### src/rtl/cpu_pkg.sv
// Shared CPU constants and types for the fetch stage,
// decoder and controller.
package cpu_pkg;

    localparam int CPU_ADDR_W = 16;
    localparam int CPU_INST_W = 18;

    localparam logic [CPU_ADDR_W-1:0] CPU_RESET_PC = 16'h0000;
    localparam logic [CPU_INST_W-1:0] NOP_INST = 18'h00000;

    typedef enum logic [1:0] {
        ST_IDLE,
        ST_REQ,
        ST_READY
    } fetch_state_t;

endpackage

### src/rtl/fetch_unit_if.sv
// Instruction-memory request/acknowledge bus between
// the fetch stage (master) and instruction memory (slave).
interface fetch_mem_if #(
    parameter int ADDR_W = cpu_pkg::CPU_ADDR_W,
    parameter int INST_W = cpu_pkg::CPU_INST_W
);

    logic [ADDR_W-1:0] mem_addr;
    logic              mem_rd;
    logic              mem_ack;
    logic [INST_W-1:0] mem_rdata;

    modport master (
        output mem_addr,
        output mem_rd,
        input  mem_ack,
        input  mem_rdata
    );

    modport slave (
        input  mem_addr,
        input  mem_rd,
        output mem_ack,
        output mem_rdata
    );

endinterface

### src/rtl/fetch_unit_pc_next.sv
// Next-PC selection and link value; the one place where
// PC arithmetic wraps modulo 2^ADDR_W.
module pc_next
    import cpu_pkg::*;
#(
    parameter int ADDR_W = CPU_ADDR_W
) (
    input  logic [ADDR_W-1:0] pc,
    input  logic [ADDR_W-1:0] jump_target,
    input  logic              JAddrSelect,
    output logic [ADDR_W-1:0] next_pc,
    output logic [ADDR_W-1:0] pc_plus1
);

    logic [ADDR_W-1:0] w_inc;

    assign w_inc    = pc + ADDR_W'(1);
    assign pc_plus1 = w_inc;
    assign next_pc  = JAddrSelect ? jump_target : w_inc;

endmodule

### src/rtl/fetch_unit.sv
// Instruction-fetch stage: owns the PC and fetches one
// instruction at a time over the request/ack memory bus.
module fetch_unit
    import cpu_pkg::*;
#(
    parameter int                ADDR_W   = CPU_ADDR_W,
    parameter int                INST_W   = CPU_INST_W,
    parameter logic [ADDR_W-1:0] RESET_PC = CPU_RESET_PC
) (
    input  logic              CLK,
    input  logic              CLR,
    input  logic              PC_inc,
    input  logic              JAddrSelect,
    input  logic [ADDR_W-1:0] jump_target,
    fetch_mem_if.master       mem,
    output logic [INST_W-1:0] inst,
    output logic              inst_valid,
    output logic [ADDR_W-1:0] pc,
    output logic [ADDR_W-1:0] pc_plus1,
    output logic              fetch_err
);

    fetch_state_t      r_state;
    logic [ADDR_W-1:0] r_pc;
    logic [ADDR_W-1:0] r_mem_addr;
    logic              r_mem_rd;
    logic [INST_W-1:0] r_inst;
    logic              r_inst_valid;
    logic              r_fetch_err;
    logic [ADDR_W-1:0] w_next_pc;
    logic [ADDR_W-1:0] w_pc_plus1;

    pc_next #(
        .ADDR_W(ADDR_W)
    ) u_pc_next (
        .pc          (r_pc),
        .jump_target (jump_target),
        .JAddrSelect (JAddrSelect),
        .next_pc     (w_next_pc),
        .pc_plus1    (w_pc_plus1)
    );

    always_ff @(posedge CLK) begin
        if (CLR) begin
            r_state      <= ST_IDLE;
            r_pc         <= RESET_PC;
            r_mem_addr   <= RESET_PC;
            r_mem_rd     <= 1'b0;
            r_inst       <= INST_W'(NOP_INST);
            r_inst_valid <= 1'b0;
            r_fetch_err  <= 1'b0;
        end else begin
            unique case (r_state)
                ST_IDLE: begin
                    if (PC_inc) r_fetch_err <= 1'b1;
                    r_mem_rd   <= 1'b1;
                    r_mem_addr <= r_pc;
                    r_state    <= ST_REQ;
                end
                ST_REQ: begin
                    if (PC_inc) r_fetch_err <= 1'b1;
                    if (mem.mem_ack) begin
                        r_inst       <= mem.mem_rdata;
                        r_inst_valid <= 1'b1;
                        r_mem_rd     <= 1'b0;
                        r_state      <= ST_READY;
                    end
                end
                ST_READY: begin
                    // jump_target only matters on the retiring cycle
                    if (PC_inc) begin
                        r_pc         <= w_next_pc;
                        r_mem_addr   <= w_next_pc;
                        r_mem_rd     <= 1'b1;
                        r_inst_valid <= 1'b0;
                        r_state      <= ST_REQ;
                    end
                end
                default: r_state <= ST_IDLE;
            endcase
        end
    end

    assign mem.mem_addr = r_mem_addr;
    assign mem.mem_rd   = r_mem_rd;
    assign inst         = r_inst;
    assign inst_valid   = r_inst_valid;
    assign pc           = r_pc;
    assign pc_plus1     = w_pc_plus1;
    assign fetch_err    = r_fetch_err;

endmodule

### src/flat_wrapper.sv
// flat-port wrapper written by rule: the top's interface ports become plain ports
module fetch_unit_flat import cpu_pkg::*;
#(
    parameter int                ADDR_W   = CPU_ADDR_W,
    parameter int                INST_W   = CPU_INST_W,
    parameter logic [ADDR_W-1:0] RESET_PC = CPU_RESET_PC
)
  (CLK, CLR, PC_inc, JAddrSelect, jump_target, inst, inst_valid, pc, pc_plus1, fetch_err, mem_mem_addr, mem_mem_rd, mem_mem_ack, mem_mem_rdata);
  fetch_mem_if #(.ADDR_W(ADDR_W), .INST_W(INST_W)) mem_i ();
  input  logic CLK;
  input  logic CLR;
  input  logic PC_inc;
  input  logic JAddrSelect;
  input  logic [ADDR_W-1:0] jump_target;
  output logic [INST_W-1:0] inst;
  output logic inst_valid;
  output logic [ADDR_W-1:0] pc;
  output logic [ADDR_W-1:0] pc_plus1;
  output logic fetch_err;
  output wire logic [$bits(mem_i.mem_addr)-1:0] mem_mem_addr;
  output wire logic [$bits(mem_i.mem_rd)-1:0] mem_mem_rd;
  input wire logic [$bits(mem_i.mem_ack)-1:0] mem_mem_ack;
  input wire logic [$bits(mem_i.mem_rdata)-1:0] mem_mem_rdata;
  assign mem_mem_addr = mem_i.mem_addr;
  assign mem_mem_rd = mem_i.mem_rd;
  assign mem_i.mem_ack = mem_mem_ack;
  assign mem_i.mem_rdata = mem_mem_rdata;
  fetch_unit #(.ADDR_W(ADDR_W), .INST_W(INST_W), .RESET_PC(RESET_PC)) u_core (.CLK(CLK), .CLR(CLR), .PC_inc(PC_inc), .JAddrSelect(JAddrSelect), .jump_target(jump_target), .mem(mem_i), .inst(inst), .inst_valid(inst_valid), .pc(pc), .pc_plus1(pc_plus1), .fetch_err(fetch_err));
endmodule
### config.mk
export PLATFORM = sky130hd
export DESIGN_NAME = fetch_unit_flat
export DESIGN_NICKNAME = d
export VERILOG_FILES = /design/src/rtl/cpu_pkg.sv /design/src/rtl/fetch_unit_if.sv /design/src/rtl/fetch_unit_pc_next.sv /design/src/rtl/fetch_unit.sv /design/src/flat_wrapper.sv
export SDC_FILE = /design/constraint.sdc
export NUM_CORES = 1
export LEC_CHECK = 0
export BUFFER_PORTS_ARGS = -buffer_cell sky130_fd_sc_hd__buf_4
export CAP_MARGIN = 20
export CORE_UTILIZATION = 50
export DETAILED_ROUTE_END_ITERATION = 10
export PLACE_DENSITY = 0.82
export SYNTH_ARGS = -nofsm -noshare
export SYNTH_HDL_FRONTEND = slang
export SYNTH_HIERARCHICAL = 1
export SYNTH_SLANG_ARGS = --single-unit
### constraint.sdc
create_clock -name CLK -period 2.7 [get_ports CLK]
set_input_delay 0.27 -clock CLK [delete_from_list [all_inputs] [get_ports CLK]]
set_output_delay 0.27 -clock CLK [all_outputs]
set_load 0.02 [all_outputs]
==> impl_metrics.env <==
export IMPL_syn_area_per_cell_um2=8.62
export IMPL_max_slew_margin=0.543
export IMPL_layout_common_cells="buf_4 (110), nand2_1 (73), a21oi_1 (55), dfxtp_1 (55)"
export IMPL_dpl_cell_area_um2=3420
export IMPL_syn_inst=308
export IMPL_ys_ff_latch=55
export IMPL_finalPower_mw=1.84
export IMPL_antenna_found_initial=0
export IMPL_irDropWorstVdd_mv=0.303
export IMPL_nets=442
export IMPL_start_kind="register"
export IMPL_hp_class="in2reg"
export IMPL_async_reset_ff_frac=0
export IMPL_synth_warnings=6
export IMPL_crit_buf_inv=1
export IMPL_cts_sinks=55
export IMPL_overflow=0
export IMPL_status="complete, no violations"
export IMPL_num_vias=2552
export IMPL_hold_ws_ns=0.196
export IMPL_drv_slew=0
export IMPL_cpLargestDelayFamily="simple AND/OR/NAND/NOR gates"
export IMPL_grt_setup_unrepaired="no"
export IMPL_p_leak_nw=1.50
export IMPL_cts_tree="yes"
export IMPL_yosys_area_top_type="dfxtp_1"
export IMPL_die_x_um=74.9
export IMPL_clk_path_buf_depth=2
export IMPL_min_period_ns=2.31
export IMPL_die_h_um=74.9
export IMPL_cts_setup_buffers=0
export IMPL_drive_gt1_frac=0.350
export IMPL_grt_pass1_vias=2273
export IMPL_firstDrtPassIters=4
export IMPL_cp_max_fo=8
export IMPL_cp_end_kind="output port"
export IMPL_fin_ws_ns=0.385
export IMPL_root_buffer="clkbuf_8"
export IMPL_syn_area_um2=2650
export IMPL_cts_repair_resize_count=0
export IMPL_arrival_ns=2.04
export IMPL_grtUsageTotal=0.249
export IMPL_max_clock_freq_mhz=432
export IMPL_io_pins=108
export IMPL_routed_wirelength_um=6870
export IMPL_drt_iter0_drc=125
export IMPL_post_dp_hpwl_um=4830
export IMPL_syn_nets=348
export IMPL_gp_congestion=0.903
export IMPL_crit_chain="ha_1 -> nand4_1 -> nor2_1 -> a21boi_0 -> or2_1 -> buf_4"
export IMPL_timing_hold_violations_final=0
export IMPL_synth_top_cell_area_share=0.415
export IMPL_via_per_inst=5.40
export IMPL_portBuffers=107
export IMPL_dieArea_um2=5600
export IMPL_crit_type="reg2out"
export IMPL_synthTopCellsByArea="dfxtp_1 (41%), a21oi_1 (10%), nand2_1 (10%)"
export IMPL_ant_nets=0
export IMPL_yosysSeqAreaShare=0.415
export IMPL_mostFrequentLayoutCell="buf_4"
export IMPL_clock_latency_ns=0.31
export IMPL_dp_slack_ns=0.740
export IMPL_cts_buffers=5
export IMPL_clkTransAtPathRegs_ns=0.10
export IMPL_synth_cell_types=36
export IMPL_finalClockSkew_ns=0.00701
export IMPL_holdBufCountCts=0
export IMPL_setup_tns_ns=0
export IMPL_grt_first_pass_wirelength_um=10600
export IMPL_max_stage_delay_ns=0.48
export IMPL_htree_levels=2
export IMPL_initial_utilization=0.520
export IMPL_postLayoutCellArea_um2=3560
export IMPL_power_density_nw_per_um2=516
export IMPL_synth_top_flop_cell="dfxtp_1"
export IMPL_wl_per_cell_um=14.5
export IMPL_setup_viol=0
export IMPL_drv_cap=0
export IMPL_drcViolationCount=0
export IMPL_rows=26
export IMPL_grt_max_degree=56
export IMPL_worst_pin_slew_ns=0.685
export IMPL_slowest_stage="dfxtp_1"
export IMPL_insertedDiodeCount=0
export IMPL_synth_edf_count=0
export IMPL_coreArea_um2=5110
export IMPL_period_share=0.857
export IMPL_syn_to_final_growth_pct=34.1
export IMPL_crit_required_ns=2.43
==> final cells by class <==
| cell class | instances | area (um2) |
|---|---|---|
| clock buffer | 5 | 68.8 |
| fill | 453 | 1550 |
| timing repair buffer | 110 | 826 |
| inverter | 5 | 18.8 |
| multi-input combinational | 225 | 1390 |
| tap | 70 | 87.6 |
| sequential | 55 | 1100 |
| clock inverter | 3 | 67.6 |
==> final timing paths <==
check | start | endpoint | slack [ns] | depth (start not counted)
setup / recovery | u_core/pc[0] | pc_plus1[14] | 0.39 | 6
hold / removal | mem_mem_rdata[1] | u_core/inst[1] | 0.20 | 3
setup reg to reg | u_core/pc[0] | u_core/mem.mem_addr[8] | 0.65 | 7
hold reg to reg | u_core/inst[5] | u_core/inst[5] | 0.46 | 2
==> report_power, final <==
group          switching (mW)  total [mW]  internal [mW]
logic                   0.166       0.308          0.143
registers              0.0314       0.883          0.852
clock network           0.274       0.644          0.370
==> cell usage after synthesis, drive strengths merged, types with 5 or more instances <==
cell type and instances:
a21oi 56, a311oi 16, buf 15, clkbuf 8, dfxtp 55, mux2 14
mux2i 16, nand2 73, nand3 5, nor2 8, nor3 5, xor2 9
==> metrics by stage <==
step                cells   util
floorplan             308      -
global placement      465  0.670
detailed placement    465  0.670
CTS                   473  0.697
global route          473  0.697
finish                473  0.697
==> tightest hold or removal path, delay by kind of cell <==
family | cells | cell delay [ns]
AO/OA/AOI/OAI | 1 | 0.05
buffers and inverters | 1 | 0.11
AND/OR/NAND/NOR | 1 | 0.04
==> per-layer routing <==
metal | GRT usage | part of all wire
met4 | 0.0734 | 0.011
met2 | 0.419 | 0.49
met5 | 0 | 0
met3 | 0.0669 | 0.072
met1 | 0.313 | 0.43
==> flip-flops by register name, indices dropped and copies added (netlist names) <==
| name | flops |
|---|---|
| u_core/inst_valid | 1 |
| u_core/fetch_err | 1 |
| u_core/mem.mem_rd | 1 |
| u_core/inst | 18 |
| u_core/mem.mem_addr | 16 |
| u_core/r_state | 2 |
| u_core/pc | 16 |
==> kinds of logic after synthesis <==
kind of cell / Yosys count / synth area share
fa+ha+maj: 1 / 0.00471
compound gates: 75 / 0.168
flops: 55 / 0.415
mux: 30 / 0.120
simple gates: 106 / 0.189
xor+xnor: 13 / 0.0429
buf+inv: 28 / 0.0613
No activity file was read; power rests on OpenSTA's default activity.
